File: config.mk
export PLATFORM = sky130hd
export DESIGN_NAME = btn_press_ctrl
export DESIGN_NICKNAME = d
export VERILOG_FILES = /design/src/rtl/btn_pkg.sv /design/src/rtl/tick_gen.sv /design/src/rtl/btn_press_ctrl.sv
export SDC_FILE = /design/constraint.sdc
export NUM_CORES = 1
export LEC_CHECK = 0
export ABC_CLOCK_PERIOD_IN_PS = 3030
export CORE_MARGIN = 4
export CORE_UTILIZATION = 60
export DETAILED_ROUTE_END_ITERATION = 10
export HOLD_SLACK_MARGIN = 0.1
export PLACE_DENSITY = 0.84
export SLEW_MARGIN = 5
export SYNTH_ARGS = -nofsm -noshare
export SYNTH_HDL_FRONTEND = slang
export SYNTH_SLANG_ARGS = --single-unit
File: constraint.sdc
create_clock -name clk -period 3.03 [get_ports clk]
set_clock_uncertainty 0.2 [all_clocks]
set_input_delay 0.606 -clock clk [delete_from_list [all_inputs] [get_ports clk]]
set_output_delay 0.606 -clock clk [all_outputs]
set_load 0.01 [all_outputs]
File: src/rtl/btn_pkg.sv
// Shared types and default timing constants for the button press classifier.
package btn_pkg;

  localparam int DEF_TICK_BITS  = 20;
  localparam int DEF_LONG_TICKS = 100;
  localparam int DEF_GAP_TICKS  = 30;

  typedef enum logic [2:0] {
    IDLE      = 3'd0,
    PRESS1    = 3'd1,
    LONG_HOLD = 3'd2,
    GAP       = 3'd3,
    PRESS2    = 3'd4
  } btn_state_t;

  // Debug view of the classifier FSM for checkers and waveforms.
  typedef struct packed {
    btn_state_t state;
    logic [7:0] cnt;
  } btn_dbg_t;

endpackage

File: src/rtl/tick_gen.sv
// Free-running divider: tick is high for the one cycle the counter reads zero.
module tick_gen #(
  parameter int TICK_BITS = 20
) (
  input  logic clk,
  input  logic reset,
  output logic tick
);

  logic [TICK_BITS-1:0] count;

  always_ff @(posedge clk or posedge reset) begin
    if (reset) count <= '0;
    else       count <= count + TICK_BITS'(1);
  end

  assign tick = (count == '0);

endmodule

File: src/rtl/btn_press_ctrl.sv
// Classifies a debounced button into short, long and double presses using a
// coarse tick; all event outputs are registered one-cycle pulses.
module btn_press_ctrl
  import btn_pkg::*;
#(
  parameter int TICK_BITS  = DEF_TICK_BITS,
  parameter int LONG_TICKS = DEF_LONG_TICKS,
  parameter int GAP_TICKS  = DEF_GAP_TICKS
) (
  input  logic     clk,
  input  logic     reset,
  input  logic     db,
  output logic     short_press,
  output logic     long_press,
  output logic     double_press,
  output logic     held,
  output logic     busy,
  output btn_dbg_t dbg
);

  localparam logic [7:0] LONG_LAST = 8'(LONG_TICKS - 1);
  localparam logic [7:0] GAP_LAST  = 8'(GAP_TICKS - 1);

  btn_state_t state, state_nxt;
  logic [7:0] cnt, cnt_nxt;
  logic       db_prev;
  logic       rise, fall, tick;
  logic       short_nxt, long_nxt, double_nxt;

  tick_gen #(.TICK_BITS(TICK_BITS)) u_tick_gen (
    .clk   (clk),
    .reset (reset),
    .tick  (tick)
  );

  assign rise = db & ~db_prev;
  assign fall = ~db & db_prev;

  always_ff @(posedge clk or posedge reset) begin
    if (reset) begin
      state        <= IDLE;
      cnt          <= '0;
      db_prev      <= 1'b0;
      short_press  <= 1'b0;
      long_press   <= 1'b0;
      double_press <= 1'b0;
    end else begin
      state        <= state_nxt;
      cnt          <= cnt_nxt;
      db_prev      <= db;
      short_press  <= short_nxt;
      long_press   <= long_nxt;
      double_press <= double_nxt;
    end
  end

  // Edges are tested before tick in every state so an edge always wins.
  always_comb begin
    state_nxt  = state;
    cnt_nxt    = cnt;
    short_nxt  = 1'b0;
    long_nxt   = 1'b0;
    double_nxt = 1'b0;
    case (state)
      IDLE: begin
        if (rise) begin
          state_nxt = PRESS1;
          cnt_nxt   = '0;
        end
      end
      PRESS1: begin
        if (fall) begin
          state_nxt = GAP;
          cnt_nxt   = '0;
        end else if (tick) begin
          if (cnt == LONG_LAST) begin
            state_nxt = LONG_HOLD;
            long_nxt  = 1'b1;
          end else begin
            cnt_nxt = cnt + 8'd1;
          end
        end
      end
      LONG_HOLD: begin
        if (fall) state_nxt = IDLE;
      end
      GAP: begin
        if (rise) begin
          state_nxt = PRESS2;
        end else if (tick) begin
          if (cnt == GAP_LAST) begin
            state_nxt = IDLE;
            short_nxt = 1'b1;
          end else begin
            cnt_nxt = cnt + 8'd1;
          end
        end
      end
      PRESS2: begin
        if (fall) begin
          state_nxt  = IDLE;
          double_nxt = 1'b1;
        end
      end
      default: begin
        state_nxt = IDLE;
        cnt_nxt   = '0;
      end
    endcase
  end

  assign held      = (state == LONG_HOLD);
  assign busy      = (state != IDLE);
  assign dbg.state = state;
  assign dbg.cnt   = cnt;

endmodule

==> impl_metrics.py <==
metrics = {
    "outcome": {
        "outcome": "finished, final reports clean",
    },
    "layout": {
        "diodes": 0,
        "syn_to_final_growth_pct": 12.0,
        "layout.nets": 208,
        "drive_above_1_share": 0.0842,
    },
    "clock_network": {
        "cts_setup_buffers": 0,
        "hold_buffers": 0,
        "cts_resized": 0,
        "ctsLongestPathBuffers": 2,
        "clock_latency_ns": 0.35,
        "cts_tree": "yes",
        "cts_buffers": 5,
        "clkTransAtPathRegs_ns": 0.12,
        "clockRootBuffer": "clkbuf_4",
        "cts.sinks": 35,
        "cts_max_level": 2,
    },
    "synthesis": {
        "syn_area_per_cell_um2": 10.4,
        "synthTopCellsByArea": "dfrtp_1 (47%), xnor2_1 (6.1%), nand3_1 (3.5%)",
        "syn_nets": 187,
        "netlist_instances": 180,
        "synth_top_cell_by_area": "dfrtp_1",
        "netlist_area_um2": 1860,
        "ys_types": 45,
        "async_flop_share": 1.00,
        "yosysSeqAreaShare": 0.470,
        "synth-seq-cells": 35,
        "synth_edf_count": 0,
        "yosysWarnings": 0,
        "synth-main-ff-cell": "dfrtp_1",
        "synth_top_area_share": 0.470,
    },
    "setup_path": {
        "cp-start-kind": "flip-flop",
        "reg2reg_from": "u_tick_gen.count[0]$_DFF_PP0_",
        "required_ns": 2.22,
        "reg2reg_depth": 7,
        "r2r_end": "state[1]$_DFFE_PP0P_",
        "worstPathArrival_ns": 1.87,
        "crit_path_end_kind": "primary output",
        "critPathKind": "flip-flop to primary output",
        "cp_max_fo": 14,
        "ff2ff_setup_slack_ns": 0.63,
    },
    "routing": {
        "vias_per_cell": 6.39,
        "antenna_left": 0,
        "wirelength_um": 3930,
        "drt_iter0_markers": 189,
        "via_count": 1489,
        "wl_per_cell_um": 16.9,
        "firstDrtPassIters": 4,
        "drc": 0,
    },
    "floorplanning": {
        "num_rows": 19,
        "design.die.area_um2": 4060,
        "start_util": 0.654,
        "io_pins": 19,
        "fp.dieW_um": 63.7,
        "dieHeight_um": 63.7,
        "core_um2": 2850,
    },
    "timing": {
        "final.setup.tns_ns": 0,
        "rsz0062_at_grt": "no",
        "worst_slew_pin_slew_ns": 0.666,
        "fin_crit_sh": 0.884,
        "maxSlewHeadroom": 0.552,
        "hold_violations": 0,
        "finalWorstSetupSlack_ns": 0.351,
        "max_clock_freq_mhz": 373,
        "fin_crit_ns": 2.68,
        "setup_viol": 0,
        "final_max_slew_viol_count": 0,
    },
    "global_route": {
        "grt_overflow": 0,
        "grt_start_max_net_pins": 24,
        "grt_usage": 0.212,
        "grt_pass1_vias": 1441,
        "antenna_found_initial": 0,
        "grt_pass1_wl_um": 6690,
    },
    "power": {
        "switching_share": 0.365,
        "switching_power_uw": 438,
        "clockPowerShare": 0.207,
        "peakVddDrop_mv": 0.360,
        "power_frac_seq": 0.458,
        "combinationalPowerShare": 0.335,
        "intPower_uw": 763,
        "p_leak_nw": 0.915,
        "powerDensity_nw_per_um2": 575,
    },
    "min_path": {
        "whs_path_depth": 1,
        "hold_path_end": "u_tick_gen.count[19]$_DFF_PP0_",
        "hp-class": "flip-flop to flip-flop",
        "hp-start": "u_tick_gen.count[19]$_DFF_PP0_",
    },
    "place": {
        "place_congestion": 0.878,
        "dp_hpwl_um": 2830,
        "post-place-ws_ns": 0.549,
        "place.port_buffers": 18,
    },
    "flow_run": {
        "max_cap_viol_count": 0,
    },
}
[cells by family after synthesis]
kind of cell | count (synthesis) | share of synthesized area
mux | 2 | 0.0107
fa+ha+maj | 4 | 0.0268
flops | 35 | 0.470
simple gates | 76 | 0.234
compound gates | 34 | 0.134
buf+inv | 11 | 0.0403
xor+xnor | 18 | 0.0846
[worst max-delay path, stage by stage, from the launching register on]
cell	delay, ns
dfrtp_1	0.61
inv_1	0.16
nor3_1	0.19
clkdlybuf4s50_1	0.56
[metrics by stage]
stage | cell area, um^2 | hold WS (ns) | total power, mW | utilization | std cells
2_1_floorplan | 1860 | 0.246 | 0.853 | - | 180
3_3_place_gp | 2040 | 0.272 | 0.943 | 0.714 | 225
3_5_place_dp | 2040 | 0.276 | 0.954 | 0.714 | 225
4_1_cts | 2090 | 0.294 | 1.20 | 0.732 | 233
5_1_grt | 2090 | 0.336 | 1.27 | 0.732 | 233
6_report | 2090 | 0.291 | 1.20 | 0.732 | 233
[Yosys cell counts (2+ instances only)]
master    count
a21o_1        3
a21oi_1       3
a22oi_1       2
a31o_2        2
a31oi_1       7
a41oi_1       2
and3_1        7
and3_2        2
and4_1        3
buf_6         4
dfrtp_1      35
ha_1          4
inv_1         6
mux2i_1       2
nand2_1      14
nand2b_1      2
nand3_1      13
nand4_1       4
nor2_1        7
nor2b_1       2
nor3_1        7
nor3b_1       2
nor4_1        4
nor4b_1       2
o21ai_0       5
xnor2_1      13
xor2_1        5
[layout make-up]
| cell class | instances | area, um^2 |
|---|---|---|
| Fill cell | 230 | 764 |
| Multi-Input combinational cell | 134 | 913 |
| Clock buffer | 7 | 45.0 |
| Inverter | 6 | 22.5 |
| Tap cell | 31 | 38.8 |
| Timing Repair Buffer | 19 | 188 |
| Clock inverter | 1 | 5.00 |
| Sequential cell | 35 | 876 |
[power by group through the flow]
| stage | Sequential [mW] | Clock, mW | Combinational (mW) |
|---|---|---|---|
| floorplan | 0.526 | 0 | 0.328 |
| global placement | 0.556 | 0 | 0.387 |
| detailed placement | 0.558 | 0 | 0.396 |
| CTS | 0.550 | 0.252 | 0.399 |
| global route | 0.558 | 0.281 | 0.436 |
| finish | 0.551 | 0.249 | 0.402 |
[worst max-delay path by stage]
| stage | start | to |
|---|---|---|
| after CTS | state[1]$_DFFE_PP0P_ | held |
| after detailed placement | db | state[0]$_DFFE_PP0P_ |
| after floorplan | cnt[0]$_DFFE_PP0P_ | cnt[5]$_DFFE_PP0P_ |
| after global routing | state[1]$_DFFE_PP0P_ | held |
| final | state[1]$_DFFE_PP0P_ | held |
| after global placement | db | cnt[5]$_DFFE_PP0P_ |
[sequential cells by signal, summed over array words and instances, names as in the netlist]
name / count
cnt: 8
db_prev: 1
double_press: 1
long_press: 1
short_press: 1
state: 3
u_tick_gen.count: 20
[cell usage in the layout (no fill, tap or decap), types with 4 or more instances in the layout]
cell	synthesis	final
nand4_1	4	4
nand2_1	14	14
xnor2_1	13	13
dfrtp_1	35	35
clkdlybuf4s50_1	0	18
nor2_1	7	7
inv_1	6	6
a31oi_1	7	7
nor3_1	7	7
clkbuf_4	0	5
ha_1	4	4
nor4_1	4	4
nand3_1	13	13
xor2_1	5	5
o21ai_0	5	5
and3_1	7	7
[metal layers]
metal	GRT usage	vias to the layer above	part of all wire
met1	0.244	743	0.43
met4	0.0755	0	0.012
met3	0.0595	4	0.036
met5	0	-	0
met2	0.375	32	0.53
li1	-	710	-
Note: power is estimated with default switching activity, not from simulation.
